<file path="config.mk">
export PLATFORM = sky130hd
export DESIGN_NAME = ahb2apb_bridge_multi_flat
export DESIGN_NICKNAME = d
export VERILOG_FILES = /design/src/rtl/ahb2apb_bridge_multi_if.sv /design/src/rtl/ahb2apb_bridge_multi.sv /design/src/flat_wrapper.sv
export SDC_FILE = /design/constraint.sdc
export NUM_CORES = 1
export LEC_CHECK = 0
export BUFFER_PORTS_ARGS = -buffer_cell sky130_fd_sc_hd__buf_4
export CAP_MARGIN = 20
export CORE_AREA = 2 2 123 125
export DETAILED_ROUTE_END_ITERATION = 8
export DIE_AREA = 0 0 125 127
export PLACE_DENSITY_LB_ADDON = 0.25
export REMOVE_ABC_BUFFERS = 1
export SYNTH_ARGS = -nofsm -noshare
export SYNTH_HDL_FRONTEND = slang
export SYNTH_SLANG_ARGS = --single-unit
export TNS_END_PERCENT = 10
</file>
<file path="constraint.sdc">
create_clock -name iHCLK -period 2.05 [get_ports iHCLK]
set_clock_uncertainty 0.05 [all_clocks]
set_input_delay 0.41 -clock iHCLK [delete_from_list [all_inputs] [get_ports iHCLK]]
set_output_delay 0.41 -clock iHCLK [all_outputs]
set_load 0.05 [all_outputs]
</file>
<file path="src/rtl/ahb2apb_bridge_multi_if.sv">
// ----------------------------------------------------------------------------
// ahb2apb_bridge_multi_if
// Purpose : groups the AHB-Lite slave side and the APB3 master side of the
//           multi-slave bridge into one bundle.
// Ports   : AHB  - iHSEL, iHADDR, iHTRANS, iHWRITE, iHSIZE, iHWDATA (to bridge)
//                  oHRDATA, oHREADY, oHRESP (from bridge)
//           APB  - oPSEL, oPENABLE, oPWRITE, oPADDR, oPWDATA (from bridge)
//                  iPRDATA, iPREADY, iPSLVERR (to bridge, one slice per slave)
// Modports: slave  - the bridge's view (AHB slave / APB master)
//           master - the view of whatever drives the AHB side and models the
//                    APB peripherals
// ----------------------------------------------------------------------------
interface ahb2apb_bridge_multi_if #(
    parameter int NSLV   = 4,
    parameter int DATA_W = 32,
    parameter int ADDR_W = 32
);
    logic                     iHSEL;
    logic [ADDR_W-1:0]        iHADDR;
    logic [1:0]               iHTRANS;
    logic                     iHWRITE;
    logic [2:0]               iHSIZE;
    logic [DATA_W-1:0]        iHWDATA;
    logic [DATA_W-1:0]        oHRDATA;
    logic                     oHREADY;
    logic [1:0]               oHRESP;

    logic [NSLV-1:0]          oPSEL;
    logic                     oPENABLE;
    logic                     oPWRITE;
    logic [ADDR_W-1:0]        oPADDR;
    logic [DATA_W-1:0]        oPWDATA;
    logic [NSLV*DATA_W-1:0]   iPRDATA;
    logic [NSLV-1:0]          iPREADY;
    logic [NSLV-1:0]          iPSLVERR;

    modport slave (
        input  iHSEL, iHADDR, iHTRANS, iHWRITE, iHSIZE, iHWDATA,
        output oHRDATA, oHREADY, oHRESP,
        output oPSEL, oPENABLE, oPWRITE, oPADDR, oPWDATA,
        input  iPRDATA, iPREADY, iPSLVERR
    );

    modport master (
        output iHSEL, iHADDR, iHTRANS, iHWRITE, iHSIZE, iHWDATA,
        input  oHRDATA, oHREADY, oHRESP,
        input  oPSEL, oPENABLE, oPWRITE, oPADDR, oPWDATA,
        output iPRDATA, iPREADY, iPSLVERR
    );
endinterface

</file>
<file path="src/rtl/ahb2apb_bridge_multi.sv">
// ----------------------------------------------------------------------------
// ahb2apb_bridge_multi
// Purpose : AHB-Lite slave to APB3 master bridge serving NSLV peripherals.
//           Each AHB transfer is decoded to one slave by 4 KB address window
//           and run as an APB SETUP/ACCESS sequence. PREADY stretches the AHB
//           transfer; PSLVERR, a wait timeout or an unmapped address produce a
//           two-cycle AHB ERROR response.
// Ports   : iHCLK    - clock, rising edge
//           iHRESETn - synchronous reset, active low
//           bus      - ahb2apb_bridge_multi_if.slave (AHB + APB signals)
// ----------------------------------------------------------------------------
module ahb2apb_bridge_multi #(
    parameter int NSLV    = 4,
    parameter int DATA_W  = 32,
    parameter int ADDR_W  = 32,
    parameter int WIN_LSB = 12,
    parameter int TIMEOUT = 16
) (
    input  logic                         iHCLK,
    input  logic                         iHRESETn,
    ahb2apb_bridge_multi_if.slave        bus
);

    localparam int IDX_W = (NSLV > 1) ? $clog2(NSLV) : 1;
    localparam int CNT_W = $clog2(TIMEOUT + 2);
    localparam logic [CNT_W-1:0] CNT_LAST = CNT_W'(TIMEOUT - 1);

    typedef enum logic [2:0] {
        IDLE,
        WCAP,
        SETUP,
        ACCESS,
        ERR1,
        ERR2
    } state_t;

    state_t             r_state;
    logic [IDX_W-1:0]   r_idx;
    logic [CNT_W-1:0]   r_waitCnt;

    logic               w_request;
    logic [ADDR_W-1:0]  w_idxFull;
    logic               w_idxValid;
    logic [NSLV-1:0]    w_newSel;
    logic [NSLV-1:0]    w_regSel;
    logic               w_selReady;
    logic               w_selErr;
    logic [DATA_W-1:0]  w_selData;
    logic               w_unusedHsize;

    // Address decode works on the full shifted address so that any window
    // beyond the last slave is flagged, not aliased onto a real peripheral.
    assign w_request     = bus.iHSEL & bus.iHTRANS[1];
    assign w_idxFull     = bus.iHADDR >> WIN_LSB;
    assign w_idxValid    = (w_idxFull < ADDR_W'(NSLV));
    assign w_newSel      = NSLV'(1) << w_idxFull[IDX_W-1:0];
    assign w_regSel      = NSLV'(1) << r_idx;

    // Only the addressed slave's handshake and data are ever looked at.
    assign w_selReady    = bus.iPREADY[r_idx];
    assign w_selErr      = bus.iPSLVERR[r_idx];
    assign w_selData     = bus.iPRDATA[r_idx*DATA_W +: DATA_W];

    // APB3 has no size signal, so HSIZE is accepted and dropped.
    assign w_unusedHsize = ^bus.iHSIZE;

    // Bridge FSM with all outputs registered. PSEL goes high on the edge that
    // enters SETUP, so the APB setup phase is the first cycle after the
    // address is known (reads) or after write data is captured (writes).
    always_ff @(posedge iHCLK) begin
        if (!iHRESETn) begin
            r_state      <= IDLE;
            r_idx        <= '0;
            r_waitCnt    <= '0;
            bus.oHREADY  <= 1'b1;
            bus.oHRESP   <= 2'b00;
            bus.oHRDATA  <= '0;
            bus.oPSEL    <= '0;
            bus.oPENABLE <= 1'b0;
            bus.oPWRITE  <= 1'b0;
            bus.oPADDR   <= '0;
            bus.oPWDATA  <= '0;
        end else begin
            case (r_state)
                IDLE, ERR2: begin
                    r_state     <= IDLE;
                    bus.oHREADY <= 1'b1;
                    bus.oHRESP  <= 2'b00;
                    if (w_request) begin
                        bus.oHREADY <= 1'b0;
                        if (!w_idxValid) begin
                            // Unmapped window: error without touching APB.
                            r_state    <= ERR1;
                            bus.oHRESP <= 2'b01;
                        end else begin
                            r_idx       <= w_idxFull[IDX_W-1:0];
                            bus.oPADDR  <= bus.iHADDR;
                            bus.oPWRITE <= bus.iHWRITE;
                            if (bus.iHWRITE) begin
                                r_state <= WCAP;
                            end else begin
                                r_state   <= SETUP;
                                bus.oPSEL <= w_newSel;
                            end
                        end
                    end
                end
                WCAP: begin
                    bus.oPWDATA <= bus.iHWDATA;
                    bus.oPSEL   <= w_regSel;
                    r_state     <= SETUP;
                end
                SETUP: begin
                    bus.oPENABLE <= 1'b1;
                    r_waitCnt    <= '0;
                    r_state      <= ACCESS;
                end
                ACCESS: begin
                    if (w_selReady) begin
                        bus.oPSEL    <= '0;
                        bus.oPENABLE <= 1'b0;
                        if (w_selErr) begin
                            if (!bus.oPWRITE) begin
                                bus.oHRDATA <= '0;
                            end
                            bus.oHRESP <= 2'b01;
                            r_state    <= ERR1;
                        end else begin
                            if (!bus.oPWRITE) begin
                                bus.oHRDATA <= w_selData;
                            end
                            bus.oHREADY <= 1'b1;
                            r_state     <= IDLE;
                        end
                    end else if ((TIMEOUT > 0) && (r_waitCnt == CNT_LAST)) begin
                        // Slave never answered: abandon the access.
                        bus.oPSEL    <= '0;
                        bus.oPENABLE <= 1'b0;
                        bus.oHRESP   <= 2'b01;
                        r_state      <= ERR1;
                    end else begin
                        r_waitCnt <= r_waitCnt + CNT_W'(1);
                    end
                end
                ERR1: begin
                    // Second half of the AHB error response: HREADY rises
                    // while HRESP stays ERROR.
                    bus.oHREADY <= 1'b1;
                    r_state     <= ERR2;
                end
                default: begin
                    r_state <= IDLE;
                end
            endcase
        end
    end

endmodule
</file>
<file path="src/flat_wrapper.sv">
// flat-port wrapper written by rule: the top's interface ports become plain ports
module ahb2apb_bridge_multi_flat 
#(
    parameter int NSLV    = 4,
    parameter int DATA_W  = 32,
    parameter int ADDR_W  = 32,
    parameter int WIN_LSB = 12,
    parameter int TIMEOUT = 16
)
  (iHCLK, iHRESETn, bus_iHSEL, bus_iHADDR, bus_iHTRANS, bus_iHWRITE, bus_iHSIZE, bus_iHWDATA, bus_oHRDATA, bus_oHREADY, bus_oHRESP, bus_oPSEL, bus_oPENABLE, bus_oPWRITE, bus_oPADDR, bus_oPWDATA, bus_iPRDATA, bus_iPREADY, bus_iPSLVERR);
  ahb2apb_bridge_multi_if #(.NSLV(NSLV), .DATA_W(DATA_W), .ADDR_W(ADDR_W)) bus_i ();
  input  logic iHCLK;
  input  logic iHRESETn;
  input wire logic [$bits(bus_i.iHSEL)-1:0] bus_iHSEL;
  input wire logic [$bits(bus_i.iHADDR)-1:0] bus_iHADDR;
  input wire logic [$bits(bus_i.iHTRANS)-1:0] bus_iHTRANS;
  input wire logic [$bits(bus_i.iHWRITE)-1:0] bus_iHWRITE;
  input wire logic [$bits(bus_i.iHSIZE)-1:0] bus_iHSIZE;
  input wire logic [$bits(bus_i.iHWDATA)-1:0] bus_iHWDATA;
  output wire logic [$bits(bus_i.oHRDATA)-1:0] bus_oHRDATA;
  output wire logic [$bits(bus_i.oHREADY)-1:0] bus_oHREADY;
  output wire logic [$bits(bus_i.oHRESP)-1:0] bus_oHRESP;
  output wire logic [$bits(bus_i.oPSEL)-1:0] bus_oPSEL;
  output wire logic [$bits(bus_i.oPENABLE)-1:0] bus_oPENABLE;
  output wire logic [$bits(bus_i.oPWRITE)-1:0] bus_oPWRITE;
  output wire logic [$bits(bus_i.oPADDR)-1:0] bus_oPADDR;
  output wire logic [$bits(bus_i.oPWDATA)-1:0] bus_oPWDATA;
  input wire logic [$bits(bus_i.iPRDATA)-1:0] bus_iPRDATA;
  input wire logic [$bits(bus_i.iPREADY)-1:0] bus_iPREADY;
  input wire logic [$bits(bus_i.iPSLVERR)-1:0] bus_iPSLVERR;
  assign bus_i.iHSEL = bus_iHSEL;
  assign bus_i.iHADDR = bus_iHADDR;
  assign bus_i.iHTRANS = bus_iHTRANS;
  assign bus_i.iHWRITE = bus_iHWRITE;
  assign bus_i.iHSIZE = bus_iHSIZE;
  assign bus_i.iHWDATA = bus_iHWDATA;
  assign bus_oHRDATA = bus_i.oHRDATA;
  assign bus_oHREADY = bus_i.oHREADY;
  assign bus_oHRESP = bus_i.oHRESP;
  assign bus_oPSEL = bus_i.oPSEL;
  assign bus_oPENABLE = bus_i.oPENABLE;
  assign bus_oPWRITE = bus_i.oPWRITE;
  assign bus_oPADDR = bus_i.oPADDR;
  assign bus_oPWDATA = bus_i.oPWDATA;
  assign bus_i.iPRDATA = bus_iPRDATA;
  assign bus_i.iPREADY = bus_iPREADY;
  assign bus_i.iPSLVERR = bus_iPSLVERR;
  ahb2apb_bridge_multi #(.NSLV(NSLV), .DATA_W(DATA_W), .ADDR_W(ADDR_W), .WIN_LSB(WIN_LSB), .TIMEOUT(TIMEOUT)) u_core (.iHCLK(iHCLK), .iHRESETn(iHRESETn), .bus(bus_i));
endmodule
</file>
==> qor.yml, run 1 <==
placement:
  dpl.cell_count: 1035
  port_buffers: 308
  gp_congestion: 0.885
  dp_hpwl_um: 14200
setup_path:
  crit_type: "reg -> out"
  reg2reg_to: "u_core.bus.oHRDATA[3]"
  crit_path_cell_trace: "buf_4 -> buf_6 -> buf_4"
  cp.arrival_ns: 1.49
  r2r_start: "u_core.r_idx[0]"
  slowest_stage: "dfxtp_2"
  crit_fanout: 33
  r2r_cells: 5
  crit_path_max_incr_delay_ns: 0.35
  cp_common_cell: "buf_4"
  r2r_setup_slack_ns: 0.14
  startpoint_type: "flop"
  worstPathRequired_ns: 1.59
  end_kind: "output pin"
clock_network:
  clkSinkCount: 112
  clk_pin_slew_worst_paths_ns: 0.08
  cts_setup_buffers: 0
  cts_max_level: 3
  cts_hold_buf: 0
  clk_latency_ns: 0.36
  clock_path_buffers: 2
  clockRootBuffer: "clkbuf_16"
  cts_buffers: 9
  cts_tree: "built"
synth:
  netlist_area_mm2: 0.00573
  synth-edff-count: 0
  yosysMostFrequentCell: "dfxtp_1"
  synth_ff_type: "dfxtp_1"
  synthTopCellsByCount: "112 x dfxtp_1, 85 x nand2_1, 63 x nand3_1"
  synth.distinct_cells: 58
  synth_top_area_cell: "dfxtp_1"
  yosysWarningCount: 0
  synthTopCellsByArea: "dfxtp_1 39%, mux4_2 13%, nand2_1 5.6%"
  synth_top_area_share: 0.392
  synthCells: 568
  async_reset_ff_frac: 0
  syn_avg_cell_area_um2: 10.1
  ys_seq_area_frac: 0.392
  synth-seq-cells: 112
power_and_ir_drop:
  p_leak_nw: 3.55
  peakVddDrop_uv: 364
  powerDensity_mw_per_mm2: 606
  power.total_w: 0.00521
routing:
  viasPerCell: 5.21
  drt_wl_total_um: 18200
  firstDrtPassIters: 4
  drt-initial-drc-count: 290
  final_antenna_net_count: 0
  drc_errors: 0
  wl_per_cell_um: 17.3
  vias: 5473
die:
  die_h_um: 127
  core_area_mm2: 0.0144
  fp.dieW_um: 125
  start_util: 0.397
  ioPinCount: 314
  placementRows: 44
  dieArea_mm2: 0.0159
grt:
  grt_max_degree: 62
  track_usage: 0.220
  grt_pass1_wl_um: 28200
  grt_pass1_vias: 5462
  antenna_found_initial: 0
  grt_overflow: 0
finish:
  layout.nets: 1073
  fin_cells: 1051
  syn_to_final_growth_pct: 50.1
  final_layout_size_suffix_gt1_frac: 0.507
  antennaDiodeCount: 0
job:
  cap_viol_max_count: 0
sta:
  setup_viol: 0
  finalCriticalPeriod_ns: 1.95
  slew_headroom: 0.622
  grt_setup_unrepaired: "false"
  fmaxAchievable_mhz: 513
  maxSlewViolCount: 0
  tightest_slew_ns: 0.567
  hold_viol_final: 0
  post-route-period-util: 0.952
hold_path:
  hold_end: "u_core.bus.oPWDATA[0]"
  worstHoldStart: "bus_iHWDATA[0]"
  hp-class: "in -> reg"
  hold_depth: 3
outcome:
  status: "completed"
## final cells by class
type	count	area [µm²]
clock buffer	9	225
clock inverter	7	106
fill	1271	5830
inverter	4	15.0
multi-input combinational	402	3190
sequential	112	2240
tap	184	230
timing repair buffer	333	2580
## sequential cells by signal, summed over array words and instances (netlist names), 3 cells and up
name,count
u_core.bus.oPSEL,4
u_core.r_state,3
u_core.r_waitCnt,5
u_core.bus.oPWDATA,32
u_core.bus.oHRDATA,32
u_core.bus.oPADDR,31
## per-layer routing
layer  routed length, µm  part of all wire  vias to the layer above  GRT usage
li1                    -                 -                     2652          -
met4                 542             0.030                        0     0.0817
met2                9420              0.52                      179      0.391
met1                7150              0.39                     2608      0.256
met3                1080             0.060                       34     0.0595
met5                   0                 0                        -          0
## repair_timing
action,4_1_cts,5_1_grt
setup endpoints to repair,1,2
gates resized for setup,1,1
cloned,0,0
## how the worst max path moves through the flow
stage                          start                      to  cells past startpoint
6_report       u_core.bus.oPADDR[13]          bus_oPADDR[13]                      3
5_1_grt              u_core.r_idx[0]   u_core.bus.oHRDATA[4]                      5
4_1_cts        u_core.bus.oPADDR[13]          bus_oPADDR[13]                      3
3_5_place_dp          bus_iPREADY[3]  u_core.bus.oHRDATA[19]                      6
3_3_place_gp          bus_iPREADY[3]  u_core.bus.oHRDATA[19]                      6
2_1_floorplan        u_core.r_idx[0]  u_core.bus.oHRDATA[31]                      4
## placed cells by master, fill, tap and decap left out, drive strengths merged, types with 3 or more instances in the layout
cell and instances:
o211ai 5, nand3 63, o2111ai 4, nor4 8, a21boi 80, nor2 9
buf 333, mux4 34, dfxtp 112, and3 20, nand2 106, inv 9
mux2i 4, o21ai 21, nand4 4, clkbuf 9, a21oi 6, o21a 3
mux2 3
## cell families (layout without fill, tap and decap cells)
logic type,Yosys count,in the layout,share of synthesized area
other,1,1,0.000655
XOR/XNOR,1,1,0.00284
buffers and inverters,54,353,0.0522
multiplexers,41,41,0.147
AO/OA/AOI/OAI,128,128,0.173
AND/OR/NAND/NOR,229,229,0.228
flip-flops,112,112,0.392
adder cells (fa/ha/maj),2,2,0.00437
## power breakdown
part | internal, W | total, W | switching, W | leakage [nW]
sequential | 0.00223 | 0.00226 | 0.0000327 | 0.905
combinational | 0.000480 | 0.000967 | 0.000487 | 2.48
clock | 0.00110 | 0.00198 | 0.000876 | 0.163
## per-stage QoR
step | utilization | hold WS (ns) | TNS [ns] | area, µm² | setup WS (ns)
after CTS | 0.596 | 0.246 | 0 | 8590 | 0.104
after detailed placement | 0.572 | 0.396 | 0 | 8260 | 0.0743
final | 0.596 | 0.256 | 0 | 8590 | 0.0989
after global placement | 0.572 | 0.393 | 0 | 8260 | 0.0869
after floorplan | - | 0.402 | -101.33 | 5440 | -2.61
after global routing | 0.596 | 0.256 | 0 | 8590 | 0.000789
## worst max-delay path: cells and delay by family (launching register included)
| kind | cells | cell delay (ns) |
|---|---|---|
| DFF | 1 | 0.35 |
| buffers and inverters | 3 | 0.75 |
Power figures use the tool's default switching activity.
==> run 2, diff against run 1 <==
==> constraint.sdc (replaced) <==
create_clock -name iHCLK -period 2.2 [get_ports iHCLK]
set_clock_uncertainty 0.05 [all_clocks]
set_input_delay 0.44 -clock iHCLK [delete_from_list [all_inputs] [get_ports iHCLK]]
set_output_delay 0.44 -clock iHCLK [all_outputs]
set_load 0.05 [all_outputs]
==> qor.yml, run 2 (synthesis gave the netlist of run 1 again) <==
power_and_ir_drop:
  powerDensity_mw_per_mm2: 543
  combPwrFrac: 0.195
  netSwitchingPower_w: 0.00127
  p_clk_frac: 0.348
  p_leak_nw: 3.52
  intPower_w: 0.00334
  power.total_w: 0.00462
  netSwitchingFraction: 0.276
  p_seq_frac: 0.457
  peakVddDrop_uv: 363
setup_path:
  startpoint_type: "flop"
  r2r_start: "u_core.r_idx[0]"
  path_delay_family: "simple AND/OR/NAND/NOR gates"
  slowest_stage: "nor3b_4"
  end_kind: "flop"
  r2r_setup_slack_ns: 0.08
  reg2reg_to: "u_core.bus.oHRDATA[5]"
  cp.arrival_ns: 2.35
  worstPathRequired_ns: 2.44
  path_buf_inv: 1
  crit_path_max_incr_delay_ns: 0.78
  path_depth: 5
  crit_fanout: 22
  r2r_cells: 5
  crit_type: "reg -> reg"
  crit_path_cell_trace: "mux4_2 -> nor3b_4 -> buf_4 -> nand3_1 -> a21boi_2"
finish:
  final_common_cell: "buf_4"
  multi_input_area_mm2: 0.00319
  reg_top3: "u_core.bus.oHRDATA: 32 flops, u_core.bus.oPWDATA: 32 flops, u_core.bus.oPADDR: 31 flops"
  syn_to_final_growth_pct: 48.6
  final_layout_size_suffix_gt1_frac: 0.506
  antennaDiodeCount: 0
  mostFrequentLayoutCells: "328 x buf_4, 110 x dfxtp_1, 85 x nand2_1"
  layout.nets: 1072
  fillers: 1249
  final_area_mm2: 0.00851
  seqCellArea_mm2: 0.00224
  fin_cells: 1050
sta:
  tightest_slew_ns: 0.937
  grt_setup_unrepaired: "true"
  fmaxAchievable_mhz: 473
  finalCriticalPeriod_ns: 2.12
  hold_viol_final: 0
  maxSlewViolCount: 0
  setup_viol: 0
  post-route-period-util: 0.961
  slew_headroom: 0.375
job:
  cap_viol_max_count: 0
routing:
  vias: 5447
  wl_per_cell_um: 17.5
  drt_wl_total_um: 18400
  firstDrtPassIters: 4
  final_antenna_net_count: 0
  drt-initial-drc-count: 346
  viasPerCell: 5.19
  drc_errors: 0
clock_network:
  clkSinkCount: 112
  cts_tree: "built"
  clockRootBuffer: "clkbuf_16"
  cts_buffers: 9
  cts_max_level: 3
  clk_pin_slew_worst_paths_ns: 0.08
  cts_hold_buf: 0
  clk_latency_ns: 0.36
  cts_setup_buffers: 0
  clock_path_buffers: 2
grt:
  track_usage: 0.223
  grt_overflow: 0
  grt_pass1_vias: 5435
  antenna_found_initial: 0
  grt_pass1_wl_um: 28700
  grt_max_degree: 51
placement:
  dp_hpwl_um: 14300
  gp_congestion: 0.905
  dpl.cell_count: 1034
  placed_cell_area_mm2: 0.00821
  port_buffers: 308
die:
  ioPinCount: 314
  dieArea_mm2: 0.0159
  placementRows: 44
  core_area_mm2: 0.0144
  die_h_um: 127
  start_util: 0.397
  fp.dieW_um: 125
hold_path:
  hold_depth: 3
  worstHoldStart: "bus_iHWDATA[31]"
  hp-class: "in -> reg"
  hold_end: "u_core.bus.oPWDATA[31]"
outcome:
  status: "completed"
[run 2: worst max-delay path by stage]
stage	from	end	slack [ns]
floorplan	u_core.r_idx[0]	u_core.bus.oHRDATA[31]	-2.46
global placement	bus_iPREADY[3]	u_core.bus.oHRDATA[10]	0.05
detailed placement	bus_iPREADY[1]	u_core.bus.oHRDATA[10]	-0.01
CTS	u_core.r_idx[0]	bus_oPADDR[12]	0.02
global route	u_core.r_idx[0]	u_core.bus.oHRDATA[15]	-0.04
finish	u_core.r_idx[0]	u_core.bus.oHRDATA[5]	0.08
[run 2: stage by stage]
step,util,TNS (ns),hold WS [ns],worst slack [ns]
6_report,0.590,0,0.288,0.0848
5_1_grt,0.590,-0.120,0.276,-0.0396
4_1_cts,0.589,0,0.277,0.0160
3_5_place_dp,0.569,-0.0198,0.404,-0.0108
3_3_place_gp,0.569,0,0.394,0.0457
2_1_floorplan,-,-94.00,0.402,-2.46
[run 2: what timing repair did]
action,4_1_cts,5_1_grt
endpoints found under the setup margin,1,9
gates resized for setup,1,1
hold endpoints to repair,0,0
[run 2: routing by layer]
metal | global-route usage | routed length, µm | vias up
met5 | 0 | 0 | -
met4 | 0.0621 | 390 | 0
met3 | 0.0515 | 942 | 27
met2 | 0.402 | 9750 | 168
met1 | 0.268 | 7290 | 2610
li1 | - | - | 2642
[run 2: area by class of cell]
| type | instances | share of cell area |
|---|---|---|
| clock inverters | 6 | 0.00574 |
| flip-flops and latches | 112 | 0.264 |
| clock buffers | 10 | 0.0281 |
| inverters | 4 | 0.00177 |
| repair buffers | 332 | 0.298 |
| well taps | 184 | 0.0271 |
| multi-input cells | 402 | 0.375 |
[run 2: power by group through the flow]
| stage | sequential [W] | clock, W | combinational (W) |
|---|---|---|---|
| 2_1_floorplan | 0.00233 | 0 | 0.000250 |
| 3_3_place_gp | 0.00215 | 0 | 0.000883 |
| 3_5_place_dp | 0.00216 | 0 | 0.000900 |
| 4_1_cts | 0.00211 | 0.00165 | 0.000902 |
| 5_1_grt | 0.00212 | 0.00174 | 0.000962 |
| 6_report | 0.00211 | 0.00161 | 0.000899 |
[run 2: worst min-delay path: cells and delay by family]
| family | cells | cell delay [ns] |
|---|---|---|
| compound gates | 1 | 0.06 |
| buf+inv | 1 | 0.11 |
| simple gates | 1 | 0.04 |
==> run 3, diff against run 2 <==
--- a/config.mk
+++ b/config.mk
@@ -5,11 +5,12 @@
 export SDC_FILE = /design/constraint.sdc
 export NUM_CORES = 1
 export LEC_CHECK = 0
+export ABC_AREA = 1
 export BUFFER_PORTS_ARGS = -buffer_cell sky130_fd_sc_hd__buf_4
 export CAP_MARGIN = 20
-export CORE_AREA = 2 2 123 125
+export CORE_AREA = 2 2 122 124
 export DETAILED_ROUTE_END_ITERATION = 8
-export DIE_AREA = 0 0 125 127
+export DIE_AREA = 0 0 124 126
 export PLACE_DENSITY_LB_ADDON = 0.25
 export REMOVE_ABC_BUFFERS = 1
 export SYNTH_ARGS = -nofsm -noshare
==> qor.yml, run 3 <==
finish:
  fin_cells: 1221
  utilization: 0.557
  fillers: 1415
  antennaDiodeCount: 0
  mostFrequentLayoutCells: "319 x buf_4, 145 x nand2_1, 111 x dfxtp_1"
  layout.nets: 1243
  syn_to_final_growth_pct: 54.0
  final_common_cell: "buf_4"
  final_layout_size_suffix_gt1_frac: 0.346
  reg_top3: "u_core.bus.oHRDATA: 32 flops, u_core.bus.oPWDATA: 32 flops, u_core.bus.oPADDR: 31 flops"
sta:
  finalCriticalPeriod_ns: 1.83
  fmaxAchievable_mhz: 547
  setup_viol: 0
  post-route-period-util: 0.831
  fin_tns_setup_ns: 0
  grt_setup_unrepaired: "false"
  hold_viol_final: 0
  maxSlewViolCount: 0
  slew_headroom: 0.609
  tightest_slew_ns: 0.585
clock_network:
  clock_path_buffers: 2
  cts_tree: "built"
  clk_latency_ns: 0.35
  clkSinkCount: 112
  clk_pin_slew_worst_paths_ns: 0.08
  cts_buffers: 9
  cts_setup_buffers: 0
  clockRootBuffer: "clkbuf_16"
  cts_max_level: 3
  cts_hold_buf: 0
  ctsResizeCount: 0
setup_path:
  worstPathRequired_ns: 2.39
  end_kind: "flop"
  path_buf_inv: 2
  slowest_stage: "dfxtp_1"
  path_delay_family: "simple AND/OR/NAND/NOR gates"
  startpoint_type: "flop"
  crit_type: "reg -> reg"
  cp.arrival_ns: 2.02
  crit_fanout: 42
  crit_path_max_incr_delay_ns: 0.42
  crit_start: "u_core.r_state[2]"
  r2r_start: "u_core.r_state[2]"
  crit_path_cell_trace: "inv_1 -> nand2_2 -> nand3_2 -> nor2_2 -> nand3_1 -> buf_12 -> o21ai_0 -> a21oi_1"
grt:
  grt_overflow: 0
  grt_pass1_wl_um: 27800
  gr-max-usage-layer: "met2"
  grt_max_degree: 61
  use_met2: 0.378
  track_usage: 0.224
  antenna_found_initial: 0
  met1_usage: 0.270
  grt_pass1_vias: 5702
  grt_util_met3: 0.0652
synth:
  async_reset_ff_frac: 0
  synth_ff_type: "dfxtp_1"
  synthCells: 749
  synthTopCellsByArea: "dfxtp_1 43%, nand2_1 11%, a21oi_1 8.4%"
  synth_top_area_cell: "dfxtp_1"
  yosysWarningCount: 0
  synth-seq-cells: 112
  synthTopCellsByCount: "145 x nand2_1, 112 x dfxtp_1, 91 x nor2_1"
  syn_avg_cell_area_um2: 6.91
  synth_top_area_share: 0.433
  synth.distinct_cells: 25
  synth-edff-count: 0
  ys_seq_area_frac: 0.433
  yosysMostFrequentCell: "nand2_1"
  netlist_area_mm2: 0.00518
die:
  ioPinCount: 314
  dieArea_mm2: 0.0156
  core_area_mm2: 0.0143
  start_util: 0.362
  placementRows: 44
  fp.dieW_um: 124
  die_h_um: 126
power_and_ir_drop:
  power.total_w: 0.00480
  powerDensity_mw_per_mm2: 602
  p_leak_nw: 3.73
  peakVddDrop_uv: 407
placement:
  dp_hpwl_um: 12900
  gp_congestion: 0.869
  port_buffers: 308
  dpl.cell_count: 1205
hold_path:
  worstHoldStart: "bus_iHWDATA[23]"
  hp-class: "in -> reg"
routing:
  wl_per_cell_um: 14.4
  drt-initial-drc-count: 290
  final_antenna_net_count: 0
  vias: 5946
  drt_wl_total_um: 17500
  viasPerCell: 4.87
  firstDrtPassIters: 5
  drc_errors: 0
job:
  cap_viol_max_count: 0
outcome:
  status: "completed"
## run 3: worst paths after layout
check	endpoint	slack [ns]	depth (start not counted)
max reg2reg	u_core.bus.oPADDR[3]	0.37	8
min reg2reg	u_core.bus.oPADDR[11]	0.40	2
max	u_core.bus.oPADDR[3]	0.37	8
min	u_core.bus.oPWDATA[23]	0.29	3
## run 3: layout make-up
cell class	instances	area [µm²]	area share
inverters	57	214	0.0268
flip-flops and latches	112	2240	0.281
clock buffers	9	225	0.0282
multi-input cells	527	2450	0.307
clock inverters	7	98.8	0.0124
well taps	184	230	0.0289
repair buffers	325	2510	0.315
## run 3: power by group
group | switching, W | internal, W
logic | 0.000510 | 0.000415
clock network | 0.000828 | 0.000921
registers | 0.0000400 | 0.00209
total | 0.00138 | 0.00342
## run 3: logic make-up after synthesis
family	synth area share
AOI/OAI and AO/OA	0.207
adders and majority gates	0.00483
buffers and inverters	0.0947
DFF	0.433
other	0.000724
and+or+nand+nor	0.260
## run 3: per-stage QoR
stage          worst slack (ns)  hold WS (ns)  instance area [µm²]
2_1_floorplan             -2.03         0.392                 4900
3_3_place_gp              0.278         0.382                 7650
3_5_place_dp              0.230         0.386                 7650
4_1_cts                   0.384         0.274                 7970
5_1_grt                   0.181         0.274                 7970
6_report                  0.372         0.285                 7970
## run 3: tightest hold or removal path, delay by kind of cell
family | cells | cell delay (ns)
buf+inv | 1 | 0.10
simple gates | 1 | 0.05
compound gates | 1 | 0.05
## run 3: per-layer routing
metal  share of wire  vias to the layer above  wire (µm)
met5               0                        -          0
met4           0.026                        0        464
met3           0.074                       34       1300
met2            0.49                      202       8530
met1            0.41                     2674       7250
li1                -                     3036          -
